===== config.mk =====
export PLATFORM = sky130hd
export DESIGN_NAME = clock_divider_bank
export DESIGN_NICKNAME = d
export VERILOG_FILES = /design/src/rtl/clock_divider_bank.sv
export SDC_FILE = /design/constraint.sdc
export NUM_CORES = 1
export LEC_CHECK = 0
export CAP_MARGIN = 20
export CORE_MARGIN = 3
export CORE_UTILIZATION = 45
export CTS_BUF_LIST = sky130_fd_sc_hd__clkbuf_4 sky130_fd_sc_hd__clkbuf_8
export DETAILED_ROUTE_END_ITERATION = 8
export GPL_ROUTABILITY_DRIVEN = 0
export PLACE_DENSITY = 0.68
export RECOVER_POWER = 100
export REMOVE_ABC_BUFFERS = 1
export SYNTH_ARGS = -nofsm -noshare
export SYNTH_HDL_FRONTEND = slang
export SYNTH_SLANG_ARGS = --single-unit

===== constraint.sdc =====
create_clock -name clk -period 6.1 [get_ports clk]
set_input_delay 1.22 -clock clk [delete_from_list [all_inputs] [get_ports clk]]
set_output_delay 1.22 -clock clk [all_outputs]
set_load 0.02 [all_outputs]

===== src/rtl/clock_divider_bank.sv =====
// clock_divider_bank
//   NUM_CH independent clock dividers running from one system clock. Each channel
//   counts 0..D and, at terminal count, toggles its clk_out and raises tick for one
//   cycle. The divisor D is written through a shared valid/ready port. On an enabled
//   channel the new divisor is held as pending and only applied at the next terminal
//   count, so a half-period is never cut short. On a disabled channel it is applied
//   immediately.
//
// Ports
//   clk        system clock, all state on posedge
//   reset      synchronous reset, active-low
//   en         per-channel run enable
//   cfg_valid  divisor write request
//   cfg_ready  write accepted when cfg_valid && cfg_ready (combinational)
//   cfg_ch     target channel; out-of-range channels accept and discard the write
//   cfg_div    new divisor D
//   clk_out    divided square wave, period 2*(D+1)
//   tick       one-cycle strobe at each terminal count
//   pending    channel holds an accepted divisor that is not yet applied
module clock_divider_bank #(
    parameter int NUM_CH      = 4,
    parameter int CNT_W       = 26,
    parameter int DEFAULT_DIV = 4999,
    parameter int CH_W        = (NUM_CH > 1) ? $clog2(NUM_CH) : 1
) (
    input  logic              clk,
    input  logic              reset,
    input  logic [NUM_CH-1:0] en,
    input  logic              cfg_valid,
    output logic              cfg_ready,
    input  logic [CH_W-1:0]   cfg_ch,
    input  logic [CNT_W-1:0]  cfg_div,
    output logic [NUM_CH-1:0] clk_out,
    output logic [NUM_CH-1:0] tick,
    output logic [NUM_CH-1:0] pending
);

    localparam logic [CNT_W-1:0] DefDiv = CNT_W'(DEFAULT_DIV);

    logic [CNT_W-1:0]  cnt_q      [NUM_CH];
    logic [CNT_W-1:0]  cnt_d      [NUM_CH];
    logic [CNT_W-1:0]  div_act_q  [NUM_CH];
    logic [CNT_W-1:0]  div_act_d  [NUM_CH];
    logic [CNT_W-1:0]  div_pend_q [NUM_CH];
    logic [CNT_W-1:0]  div_pend_d [NUM_CH];
    logic [NUM_CH-1:0] clk_out_q, clk_out_d;
    logic [NUM_CH-1:0] tick_q, tick_d;
    logic [NUM_CH-1:0] pending_q, pending_d;
    logic [NUM_CH-1:0] wr_sel;
    logic [NUM_CH-1:0] term;

    // Ready only drops for an in-range channel that already holds a pending divisor.
    always_comb begin
        cfg_ready = 1'b1;
        for (int i = 0; i < NUM_CH; i++) begin
            if (cfg_ch == CH_W'(i) && pending_q[i]) begin
                cfg_ready = 1'b0;
            end
        end
    end

    always_comb begin
        wr_sel = '0;
        for (int i = 0; i < NUM_CH; i++) begin
            wr_sel[i] = cfg_valid && cfg_ready && (cfg_ch == CH_W'(i));
        end
    end

    always_comb begin
        cnt_d      = cnt_q;
        div_act_d  = div_act_q;
        div_pend_d = div_pend_q;
        clk_out_d  = clk_out_q;
        tick_d     = '0;
        pending_d  = pending_q;
        term       = '0;
        for (int i = 0; i < NUM_CH; i++) begin
            term[i] = (cnt_q[i] == div_act_q[i]);
            if (en[i]) begin
                if (term[i]) begin
                    cnt_d[i]     = '0;
                    clk_out_d[i] = ~clk_out_q[i];
                    tick_d[i]    = 1'b1;
                    if (pending_q[i]) begin
                        div_act_d[i] = div_pend_q[i];
                        pending_d[i] = 1'b0;
                    end
                end else begin
                    cnt_d[i] = cnt_q[i] + CNT_W'(1);
                end
                // A write can only land when nothing is pending, so it never
                // collides with the apply above; it waits for the next terminal count.
                if (wr_sel[i]) begin
                    div_pend_d[i] = cfg_div;
                    pending_d[i]  = 1'b1;
                end
            end else if (wr_sel[i]) begin
                // Idle channel: no half-period in flight, apply straight away.
                div_act_d[i] = cfg_div;
                cnt_d[i]     = '0;
            end
        end
    end

    always_ff @(posedge clk) begin
        if (!reset) begin
            for (int i = 0; i < NUM_CH; i++) begin
                cnt_q[i]      <= '0;
                div_act_q[i]  <= DefDiv;
                div_pend_q[i] <= '0;
            end
            clk_out_q <= '0;
            tick_q    <= '0;
            pending_q <= '0;
        end else begin
            cnt_q      <= cnt_d;
            div_act_q  <= div_act_d;
            div_pend_q <= div_pend_d;
            clk_out_q  <= clk_out_d;
            tick_q     <= tick_d;
            pending_q  <= pending_d;
        end
    end

    assign clk_out = clk_out_q;
    assign tick    = tick_q;
    assign pending = pending_q;

endmodule


==> Word-level counts from Yosys, hierarchy flattened <==
Cells that the tools add are included.
{ "totals": {"regBits": 324, "output_inout_bits": 13} }
{ "classes": {"addsub": 4, "n_eq_ne": 15, "muxes": 44, "bitwise": 4, "reduce_logical": 38} }
{ "ops": {"columns": ["cell", "count"], "rows": [
  ["$mux W26", 28],
  ["$add A26 B1 Y26 const B", 4],
  ["$eq A26 B26 Y1", 4],
  ["$reduce_and A2 Y1", 16],
  ["$mux W1", 16],
  ["$ne A2 B1 Y1 const B", 8],
  ["$reduce_bool A2 Y1", 8],
  ["$reduce_and A3 Y1", 4],
  ["$logic_and A1 B1 Y1", 9],
  ["$eq A2 B2 Y1 const B", 2],
  ["$not A1 Y1", 4],
  ["$eq A2 B1 Y1 const B", 1],
  ["$logic_not A2 Y1", 1]
]} }

==> Depth between registers and ports, before layout <==
{ "depth": {"ltp_word": 10, "ltp_mapped": 9} }

==> Worst setup path after synthesis <==
OpenSTA, ideal clock, no wires.
{ "synth_path": {"path_type": "input -> output", "from": "input port cfg_ch[0]", "to": "output port cfg_ready", "arrival_ps": 1838, "required_time_ps": 4880, "setup_slack_ps": 3042, "cell_stages": 2, "n_path_buf": 0, "cell_sequence": "mux4_2 inv_1"} }
{ "synth_between": {"elab_chain_cells": 6, "word_cells_on_any_way": 12, "cone_classes": "3 x eq/ne; 4 x mux; 5 x reduce/logical"} }
{ "synth_rtl": {"columns": ["element", "line_no", "text"], "rows": [
  ["start: declaration", "31", "input logic [CH_W-1:0] cfg_ch,"],
  ["$logic_not A2 Y1", "56", "if (cfg_ch == CH_W'(i) && pending_q[i]) begin"],
  ["$logic_and A1 B1 Y1", "56", null],
  ["$mux W1 (3 in a row)", "56", null],
  ["$mux W1 (*)", "56", null],
  ["end: declaration", "30", "output logic cfg_ready,"]
]} }
Mark *: on every way between the ends. The rest lies on a longest branch, timed or not.

==> Worst setup path after layout <==
Same ends and word-level chain as after synthesis.

==> out/qor.yml <==
floorplanning:
  coreArea_sq_mm: 0.0330
  rows: 66
  die_w_um: 191
  start_util: 0.465
  die-area_sq_mm: 0.0364
  pin_count: 48
  die_y_um: 191
critical_path:
  cp_max_fo: 6
  worstSetupPathType: "in -> out"
  required_ns: 4.88
  startpoint_type: "primary input"
  crit_path_end_kind: "output port"
  path_common_cell: "dlygate4sd3_1"
  worstPathArrival_ns: 3.49
  max_stage_delay_ns: 0.67
  worstPathCellList: "dlygate4sd3_1 > clkbuf_1 > mux4_2 > inv_1 > dlygate4sd3_1"
  path_delay_family: "buffers and inverters"
  crit_buf_inv: 4
  crit_slowest_cell: "dlygate4sd3_1"
logic_synthesis:
  synth_cell_types: 61
  synth_area_leaders: "dfxtp_1 42%, nand2_1 7.4%, xnor2_1 4.9%"
  ys_ff_latch: 324
  ys_warn_count: 0
  syn_area_per_cell_sq_um: 8.39
  synthFlopType: "dfxtp_1"
  postSynth.asyncResetShare: 0
  syn_inst: 1830
  synth-edff-count: 0
  yosys.area.top_type: "dfxtp_1"
  synth_top_cell_area_share: 0.423
  synth.most_common_cell: "dfxtp_1"
  synthTopCellsByCount: "324 x dfxtp_1, 301 x nand2_1, 141 x a21oi_1, 114 x clkbuf_1, 104 x nand3_1"
  ys_seq_area_frac: 0.423
  netlist_area_sq_mm: 0.0153
clock_network:
  ctsHoldBuffers: 0
  cts_buffers: 54
  root_buffer: "clkbuf_8"
  cts_htree_levels: 2
  postCtsSetupRepairBufs: 0
  clk_latency_ns: 0.59
  cts.sinks: 324
  clock_path_buffers: 3
  tritoncts: "built"
  postCtsResizedCells: 0
  cts.clk_slew.worst_paths_ns: 0.06
timing:
  holdWs_ns: 0.452
  setup_viol: 0
  hold_viol: 0
  maxSlewViolCount: 75
  min_period_ns: 4.71
  tightest_slew_ns: 2.58
  finalSetupTns_ns: 0
  final.setup_skew_ns: 0.0175
  finalCritPeriodShare: 0.772
  max_freq_ghz: 0.212
  maxSlewHeadroom: -0.730
  rsz0062_at_grt: "no"
global_routing:
  grt_pass1_wl_um: 65600
  antenna_found_initial: 0
  grt_pass1_vias: 12441
  overflow: 0
  grt_usage: 0.219
  grt_max_degree: 77
routing:
  finalWirelength_um: 40400
  drcViolationCount: 0
  firstDrtPassIters: 5
  first_iter_violations: 1229
  viasPerCell: 5.77
  ant_nets: 0
  wire_per_inst_um: 17.6
  vias: 13259
flow_run:
  max_cap_violations: 1
placed_design:
  port_buffers: 47
  dp_hpwl_um: 26000
power_and_ir_drop:
  vdd_ir_drop_max_mv: 0.155
  p_leak_nw: 6.04
  p_per_area_mw_per_mm2: 266
cells_and_area:
  final_nets: 1853
  syn2layout_area_growth_pct: 11.6
  drive_gt1_frac: 0.0749
  diodes: 0
  postLayoutCoreUtil: 0.518
run_status:
  outcome: "finished, violations left"
  violations: "capacitance limit, slew limit"
hold_path:
  hp-class: "reg -> reg"
## path summary, 6_finish.rpt
check	slack, ns	to	start	cells past startpoint
worst max-delay path	1.39	cfg_ready	cfg_ch[0]	5
worst min-delay path	0.45	div_pend_q[96]$_SDFFE_PN0P_	div_pend_q[96]$_SDFFE_PN0P_	2
worst max register to register	2.58	div_act_q[100]$_SDFFE_PN0P_	pending[0]$_SDFFE_PN0P_	6
worst min register to register	0.45	div_pend_q[96]$_SDFFE_PN0P_	div_pend_q[96]$_SDFFE_PN0P_	2
## kinds of logic (layout without fill, tap and decap cells)
kind of cell	after synthesis	count (layout)	synth area share
flip-flops	324	324	0.423
AO/OA/AOI/OAI	411	411	0.183
buffers and inverters	161	188	0.0423
multiplexers	72	72	0.0478
AND/OR/NAND/NOR	738	738	0.233
adder cells (fa/ha/maj)	4	4	0.00326
XOR/XNOR	120	120	0.0685
## tightest hold or removal path: stages (launching register included)
cell,delay [ns]
dfxtp_1,0.31
nand2_1,0.05
a21oi_1,0.05
## power by group
part | internal (mW) | switching (mW)
Sequential | 2.16 | 0.0342
Combinational | 0.122 | 0.209
Clock | 1.14 | 0.886
## registers in the layout, summed over array words and instances (netlist names)
signal      flops
pending         4
cnt_q         104
div_pend_q    104
clk_out         4
div_act_q     104
tick            4
## cell usage in the layout, fill, tap and decap left out, types with 21 or more instances in the layout
cell,Yosys,routed
o311ai_0,21,21
a211oi_1,58,58
a221o_1,25,25
nand3_1,104,104
mux2i_1,71,71
a21oi_1,141,139
nand4_1,47,47
dfxtp_1,324,324
a221oi_1,21,21
clkdlybuf4s50_1,0,28
xnor2_1,86,86
nand2_1,301,301
nor3_1,79,79
a21o_1,24,24
nor2b_1,42,42
clkbuf_8,0,71
nor2_1,62,62
xor2_1,34,34
o21ai_0,46,46
## cell type report
| class | count | area (sq um) |
|---|---|---|
| sequential | 324 | 6490 |
| clock buffer | 88 | 1100 |
| tap | 442 | 553 |
| timing repair buffer | 70 | 607 |
| inverter | 19 | 72.6 |
| clock inverter | 11 | 60.1 |
| multi-input combinational | 1345 | 8230 |
| fill | 3143 | 15900 |
## layer usage
layer	up-vias	wire length, um	GRT usage	share of wire
met5	-	0	0	0
met4	0	846	0.0556	0.021
met3	69	1990	0.0329	0.049
met2	314	18700	0.357	0.46
met1	6294	18900	0.306	0.47
li1	6582	-	-	-
## through the flow
stage          area, sq um  instances  setup slack, ns  power [mW]
3_5_place_dp         16000       2199             1.82        2.57
2_1_floorplan        14800       1688            0.766        2.41
4_1_cts              17200       2298             1.82        4.59
5_1_grt              17100       2299             1.03        4.72
3_3_place_gp         16000       2198             1.79        2.56
6_report             17100       2299             1.39        4.55
Power figures use the tool's default switching activity.
